`config.mk`:
```
export PLATFORM = sky130hd
export DESIGN_NAME = spi_cmd_decoder
export DESIGN_NICKNAME = d
export VERILOG_FILES = /design/src/rtl/spi_cmd_decoder.sv
export SDC_FILE = /design/constraint.sdc
export NUM_CORES = 1
export LEC_CHECK = 0
export BUFFER_PORTS_ARGS = -buffer_cell sky130_fd_sc_hd__buf_4
export CORE_AREA = 2 2 64 51
export DETAILED_ROUTE_END_ITERATION = 6
export DIE_AREA = 0 0 66 53
export PLACE_DENSITY = 0.79
export SYNTH_ARGS = -nofsm -noshare
export SYNTH_HDL_FRONTEND = slang
export SYNTH_SLANG_ARGS = --single-unit
```
`constraint.sdc`:
```
create_clock -name clk -period 4.1 [get_ports clk]
set_input_delay 0.41 -clock clk [delete_from_list [all_inputs] [get_ports clk]]
set_output_delay 0.41 -clock clk [all_outputs]
set_load 0.01 [all_outputs]
```
`src/rtl/spi_cmd_decoder.sv`:
```
// rtl/spi_cmd_decoder.sv - decodes SPI config/coordinate bytes into queued paint commands
// SPI_CMD_FIFO_EN selects a FIFO_DEPTH-entry command FIFO; otherwise a single output register.
module spi_cmd_decoder #(
    parameter int COORD_BYTES = 1,
    parameter int FIFO_DEPTH  = 4
) (
    input  logic                     clk,
    input  logic                     reset_n,
    input  logic                     byte_valid,
    input  logic [7:0]               byte_data,
    output logic                     cmd_valid,
    input  logic                     cmd_ready,
    output logic                     cmd_brush,
    output logic [2:0]               cmd_color,
    output logic [8*COORD_BYTES-1:0] cmd_x,
    output logic [8*COORD_BYTES-1:0] cmd_y,
    output logic                     frame_err,
    output logic                     overflow
);
    localparam int CW    = 8 * COORD_BYTES;
    localparam int CMD_W = 4 + 2 * CW;
    localparam int IW    = (COORD_BYTES > 1) ? $clog2(COORD_BYTES) : 1;
    localparam logic [IW-1:0] LAST_IDX = IW'(COORD_BYTES - 1);

    typedef enum logic {GET_X, GET_Y} state_t;

    state_t          state;
    logic [IW-1:0]   idx;
    logic            brush_r;
    logic [2:0]      color_r;
    logic [CW-1:0]   x_acc;
    logic [CW-1:0]   y_acc;

    logic            is_cfg;
    logic            is_coord;
    logic            last_byte;
    logic            push;
    logic            pop;
    logic            accept;
    logic [CW-1:0]   x_next;
    logic [CW-1:0]   y_next;
    logic [CMD_W-1:0] push_word;

    always_comb begin
        is_cfg    = byte_valid && (byte_data[7:5] == 3'b111);
        is_coord  = byte_valid && (byte_data[7:5] != 3'b111);
        last_byte = (idx == LAST_IDX);
        x_next    = CW'({x_acc, byte_data});
        y_next    = CW'({y_acc, byte_data});
        push      = is_coord && (state == GET_Y) && last_byte;
        push_word = {brush_r, color_r, x_acc, y_next};
    end

    always_ff @(posedge clk) begin
        if (!reset_n) begin
            state     <= GET_X;
            idx       <= '0;
            brush_r   <= 1'b0;
            color_r   <= '0;
            x_acc     <= '0;
            y_acc     <= '0;
            frame_err <= 1'b0;
        end else begin
            frame_err <= 1'b0;
            if (is_cfg) begin
                brush_r <= byte_data[4];
                color_r <= byte_data[2:0];
                // A config byte inside a coordinate frame aborts it.
                if (state == GET_Y || idx != '0) begin
                    frame_err <= 1'b1;
                    state     <= GET_X;
                    idx       <= '0;
                    x_acc     <= '0;
                    y_acc     <= '0;
                end
            end else if (is_coord) begin
                if (state == GET_X) begin
                    x_acc <= x_next;
                end else begin
                    y_acc <= y_next;
                end
                if (last_byte) begin
                    idx   <= '0;
                    state <= (state == GET_X) ? GET_Y : GET_X;
                end else begin
                    idx <= idx + 1'b1;
                end
            end
        end
    end

`ifdef SPI_CMD_FIFO_EN
    localparam int AW = $clog2(FIFO_DEPTH);

    logic [CMD_W-1:0] mem [FIFO_DEPTH];
    logic [AW-1:0]    wr_ptr;
    logic [AW-1:0]    rd_ptr;
    logic [AW:0]      count;
    logic             full;

    always_comb begin
        pop    = (count != '0) && cmd_ready;
        full   = (count == (AW+1)'(FIFO_DEPTH));
        accept = push && (!full || pop);
    end

    always_ff @(posedge clk) begin
        if (!reset_n) begin
            wr_ptr   <= '0;
            rd_ptr   <= '0;
            count    <= '0;
            overflow <= 1'b0;
            for (int i = 0; i < FIFO_DEPTH; i++) begin
                mem[i] <= '0;
            end
        end else begin
            if (accept) begin
                mem[wr_ptr] <= push_word;
                wr_ptr      <= wr_ptr + 1'b1;
            end
            if (pop) begin
                rd_ptr <= rd_ptr + 1'b1;
            end
            if (push && !accept) begin
                overflow <= 1'b1;
            end
            case ({accept, pop})
                2'b10:   count <= count + 1'b1;
                2'b01:   count <= count - 1'b1;
                default: ;
            endcase
        end
    end

    assign cmd_valid = (count != '0);
    assign {cmd_brush, cmd_color, cmd_x, cmd_y} = mem[rd_ptr];
`else
    logic [CMD_W-1:0] head;
    logic             head_valid;
    logic             unused_depth;

    // Depth is fixed at one slot here.
    assign unused_depth = ^FIFO_DEPTH;

    always_comb begin
        pop    = head_valid && cmd_ready;
        accept = push && (!head_valid || pop);
    end

    always_ff @(posedge clk) begin
        if (!reset_n) begin
            head       <= '0;
            head_valid <= 1'b0;
            overflow   <= 1'b0;
        end else begin
            if (accept) begin
                head       <= push_word;
                head_valid <= 1'b1;
            end else if (pop) begin
                head_valid <= 1'b0;
            end
            if (push && !accept) begin
                overflow <= 1'b1;
            end
        end
    end

    assign cmd_valid = head_valid;
    assign {cmd_brush, cmd_color, cmd_x, cmd_y} = head;
`endif

endmodule

```
# ---- Word level (Yosys, flattened, before mapping)
# Index checks and enable logic that the tools add are counted.
dict set report totals {
  ff_bits 37
  out_inout_bits 23
  elab_cells 48
}
dict set report classes {
  add_sub_neg 1
  n_eq_ne 5
  mux 15
  bitwise_logic 1
  n_reduce_logical 17
}
# cell n
set op_table {}
lappend op_table {{$mux 8} 4}
lappend op_table {{$mux 1} 11}
lappend op_table {{$logic_and 1x1->1} 7}
lappend op_table {{$ne 2x1->1 const B} 3}
lappend op_table {{$reduce_and 3->1} 2}
lappend op_table {{$reduce_and 2->1} 2}
lappend op_table {{$reduce_bool 2->1} 2}
lappend op_table {{$eq 3x3->1 const B} 1}
lappend op_table {{$ne 3x3->1 const B} 1}
lappend op_table {{$logic_not 1->1} 2}
lappend op_table {{$logic_or 1x1->1} 2}
lappend op_table {{$add 1x1->1 const B} 1}
lappend op_table {{$not 1->1} 1}

# ---- Depth between registers and ports, before layout
dict set report depth {
  word_depth 7
  ltp_mapped 7
  mapped_depth_nobuf 6
}

# ---- Least setup slack after synthesis
# OpenSTA, ideal clock, no wires.
dict set report synth_timing {
  path_type {in2reg}
  from {in byte_data[7]}
  to {reg x_acc[0]}
  setup_time_ps 76
  arrival_ps 1596
  setup_slack_ps 2429
  path_stages 7
  n_path_buf 1
  cell_sequence {and3_4 -> nand2_1 -> ha_1 -> nand2b_1 -> buf_1 -> nand2_1 -> a21boi_0}
}
dict set report synth_between {
  elab_chain_cells 4
  elab_cells_between_ends 9
  classes_between {4 x eq/ne; 1 x mux; 4 x reduce/logical}
}
# element line_no
set synth_rtl {}
lappend synth_rtl {{start, declared} 10} ;# input logic [7:0] byte_data,
lappend synth_rtl {{$eq 3x3->1 / $ne 3x3->1 (equally long branches)} {45, 46}}
lappend synth_rtl {{$logic_and 1x1->1, on equally long branches} {45, 46}}
lappend synth_rtl {{$ne 2x1->1 (no source line) / $reduce_bool 2->1 (equally long branches)} --}
lappend synth_rtl {{$reduce_and 3->1 (no source line)} --}
lappend synth_rtl {{end signal, assigned} 78} ;# x_acc <= x_next;
lappend synth_rtl {{end, declared} 31} ;# logic [CW-1:0] x_acc;
# Parallel ways exist; a longest one is shown, timed or not.
# A chain may end at the register's enable or synchronous reset.

# ---- Final worst setup path
dict set report layout_timing {
  from {reg head_valid, in the netlist cmd_valid}
  to {reg head[14]}
}
dict set report layout_between {
  elab_chain_cells 3
  elab_cells_between_ends 4
  classes_between {4 x reduce/logical}
}
# element line_no
set layout_rtl {}
lappend layout_rtl {{start, declared} 139} ;# logic head_valid;
lappend layout_rtl {{start signal, assigned} 153} ;# head_valid <= 1'b0;
lappend layout_rtl {{start signal, assigned} 158} ;# head_valid <= 1'b1;
lappend layout_rtl {{start signal, assigned} 160} ;# head_valid <= 1'b0;
lappend layout_rtl {{$logic_not 1->1 / $logic_and 1x1->1 (equally long branches)} {147, 146}}
lappend layout_rtl {{$logic_or 1x1->1 *} 147} ;# accept = push && (!head_valid || pop);
lappend layout_rtl {{$logic_and 1x1->1 *} 147}
lappend layout_rtl {{end signal, assigned} 157} ;# head <= push_word;
lappend layout_rtl {{end, declared} 138} ;# logic [CMD_W-1:0] head;
# Mark *: on every way between the ends. The rest lies on a longest branch, timed or not.

==> summary.txt <==
Outcome
  – Status: finished clean

Drt
  – DRC viols: 0
  – Via count: around 1,100
  – Post-DRT Antenna Nets: 0
  – Pre-Repair DR Iteration Count: 4
  – Vias per inst: between 5 and 6
  – Wirelength, routed: about 2800 um
  – Routed len/inst: approximately 13 um
  – First DRT Iteration DRCs: 55

Power
  – Pleak: approximately 0.74 nW
  – Total power: between 0.6 and 0.7 mW
  – P per Cell Area: around 390 mW/mm^2
  – Int Pwr: between 0.5 and 0.6 mW
  – Sequential power share: 53.6%
  – Clk pwr share: 36.6%
  – Switching power: ~0.16 mW
  – Max VDD drop: between 0.15 and 0.2 mV
  – Net Sw Frac: a little under a quarter
  – Combinational share of power: ~9.8%

Logic synthesis
  – Net Count, Synth: approximately 170
  – Post-Synth Adder-Cell Area: 0.8787%
  – Seq/Total Area, Yosys: approximately half
  – FF+latch count, synth: 36
  – Syn_area_per_cell: between 9 and 10 um^2
  – Mapped cell area: between 0.001 and 0.0015 mm^2
  – Ys async rst share: 0%
  – Compound-Gate Fraction of Synth Area: between 5 and 6%
  – Count of cell types in the netlist: 21
  – Post-synthesis xor/xnor area fraction: 0%
  – Largest family of logic cells by synthesized area: simple AND/OR/NAND/NOR gates
  – Ys flop type: dfxtp_1
  – Mux contribution to synthesized area: 16.87%
  – EDFF count, synth: 0
  – Synthesized-area fraction occupied by and/or/nand/nor cells: 21.18%
  – Yosys warns: 0
  – Syn Inst Count: 155

Hold path
  – End of the worst hold path: head[3]
  – Critical hold path startpoint: byte_data[3]
  – Worst min path class: in -> reg
  – Worst hold stages: 3

Floorplanning
  – Die W: roughly 66 um
  – Row count: 17
  – IO Count: 35
  – Die H: between 50 and 60 um
  – Initial Util: around 50%
  – Core Area: 0.002850 mm^2
  – Die ar.: 0.003498 mm^2

CTS
  – # resized after CTS: 0
  – Clock Path Buffers: 2
  – Postcts setup bufs: 0
  – CTS buffer count: 5
  – Clk sinks: 36
  – Root Buffer: clkbuf_8
  – CTS tree: done
  – Post-cts hold buffer count: 0
  – Clock-pin slew on the worst setup and hold paths: around 0.070 ns
  – Clk_lat worst skew: between 0.2 and 0.3 ns
  – H-tree levels: 2

Worst setup path
  – Crit start category: register
  – Kind of critical path: reg -> reg
  – Required time worst endpoint: roughly 4.2 ns
  – Crit path capture type: register
  – R2R Setup Slk: about 2.2 ns
  – Worst EP arrival: between 2 and 2.5 ns
  – Critical Path Source: cmd_valid
  – Reg2Reg Capture Point: head[14]
  – Reg2reg start: cmd_valid
  – Crit Path Max Fanout: 20
  – Reg2Reg Depth: 3

Global route
  – Initial antenna violation count: 0
  – Largest net degree at the start of global routing: between 50 and 60
  – Grt total ovfl: 0
  – Total GRT Usage: a little under a fifth
  – First-pass GRT wire length: ~4700 um
  – Vias in the first global route: slightly above 1,000

Timing
  – FMAX: around 520 MHz
  – Max-slew violation count: 0
  – Final Cycle Share: 47.14%
  – Worst slew pin tran: roughly 1.2 ns
  – Tmin final: slightly below 2 ns
  – WHS: roughly 0.39 ns
  – Final Hold Fails: 0
  – RSZ-0062 raised after global routing: false
  – Slew HR: between 10% and 20%
  – Total negative slack: 0 ns
  – Worst Skew: 0.002859 ns
  – Final number of setup-violating endpoints: 0

Final layout
  – Area of the multi-input gates: 639.4 um^2
  – Post-layout net count: 199
  – Share of layout cells above drive strength 1: approximately a quarter
  – ANT cells: 0
  – Register area: ~700 um^2
  – # fillers: between 200 and 300
  – Area Overhead vs Synth: 23.81%
  – Design area: ~0.0018 mm^2

Place
  – GP Congestion: between 0.7 and 0.8
  – I/O Buffers: 34
  – DP Wirelength: about 1900 um
  – Post-DP Area: ~0.0017 mm^2

Flow run
  – Max_cap viols: 0
## cells by family (layout without fill, tap and decap cells)
group / after synthesis / in the layout
AOI/OAI and AO/OA: 12 / 12
buffers and inverters: 12 / 44
muxes: 24 / 24
adders and majority gates: 1 / 1
and+or+nand+nor: 70 / 70
DFF: 36 / 36
## per-layer routing
layer	wire [um]	share of wire (%)	vias up	global-route usage (%)
met2	1235	44	35	28.28
met5	0	0	-	0
li1	-	-	565	-
met3	226	8.0	7	7.234
met4	46	1.6	0	6.122
met1	1327	47	526	23.68
## cell usage in the layout, fill, tap and decap left out, drive strengths merged
| cell | instances |
|---|---|
| nor2 | 3 |
| mux2i | 24 |
| nor3 | 1 |
| nand3 | 9 |
| dfxtp | 36 |
| nand2b | 1 |
| and3 | 1 |
| buf | 34 |
| a21boi | 8 |
| o21a | 1 |
| o21ai | 1 |
| clkbuf | 6 |
| nand2 | 53 |
| clkinv | 2 |
| ha | 1 |
| nor2b | 2 |
| inv | 2 |
| o31ai | 1 |
| a21oi | 1 |
## critical path: stages (launching register included)
cell and delay [ns]:
dfxtp_1 0.31, nor2b_1 0.19, nor3_4 1.00, mux2i_1 0.25
## power groups by stage
stage               Clock [mW]  Combinational (mW)  Sequential [mW]
finish                   0.251              0.0672            0.368
global route             0.279              0.0741            0.368
CTS                      0.259              0.0672            0.367
detailed placement           0              0.0667            0.375
global placement             0              0.0645            0.375
floorplan                    0              0.0422            0.376
## cell type report
class                           count  area share [%]
Sequential cell                    36           40.88
Tap cell                           38           2.697
Clock inverter                      2          0.5678
Timing Repair Buffer               34           14.48
Multi-Input combinational cell    107           36.27
Inverter                            2          0.4258
Clock buffer                        6           4.684
## sequential cells by signal, summed over array words and instances, names as in the netlist
signal	count
brush_r	1
cmd_valid	1
color_r	3
frame_err	1
head	20
overflow	1
state	1
x_acc	8
## synthesized netlist by cell type, types with 2 or more instances
cell | number | area [um^2]
a21boi_0 | 6 | 45.04
nand2_1 | 53 | 198.9
mux2i_1 | 24 | 240.2
dfxtp_1 | 36 | 720.7
inv_1 | 2 | 7.510
nand3_1 | 9 | 45.04
buf_6 | 2 | 22.52
a21boi_1 | 2 | 15.01
nor2b_1 | 2 | 12.51
buf_2 | 3 | 15.01
nor2_1 | 3 | 11.26
clkbuf_1 | 4 | 15.01
## how the worst max path moves through the flow
stage               slack [ns]       end  cells after the start
floorplan                 2.43  x_acc[0]                      7
global placement          2.00  x_acc[0]                      7
detailed placement        1.98  x_acc[0]                      7
CTS                       2.17  head[14]                      3
global route              2.07  x_acc[0]                      7
finish                    2.17  head[14]                      3
## metrics by stage
stage	cells	utilization, %	setup WS, ns
3_3_place_gp	217	58.60	2.004
3_5_place_dp	217	58.60	1.975
4_1_cts	225	61.85	2.172
5_1_grt	225	61.85	2.073
6_report	225	61.85	2.167
2_1_floorplan	155	-	2.429
No activity file was read; power rests on OpenSTA's default activity.
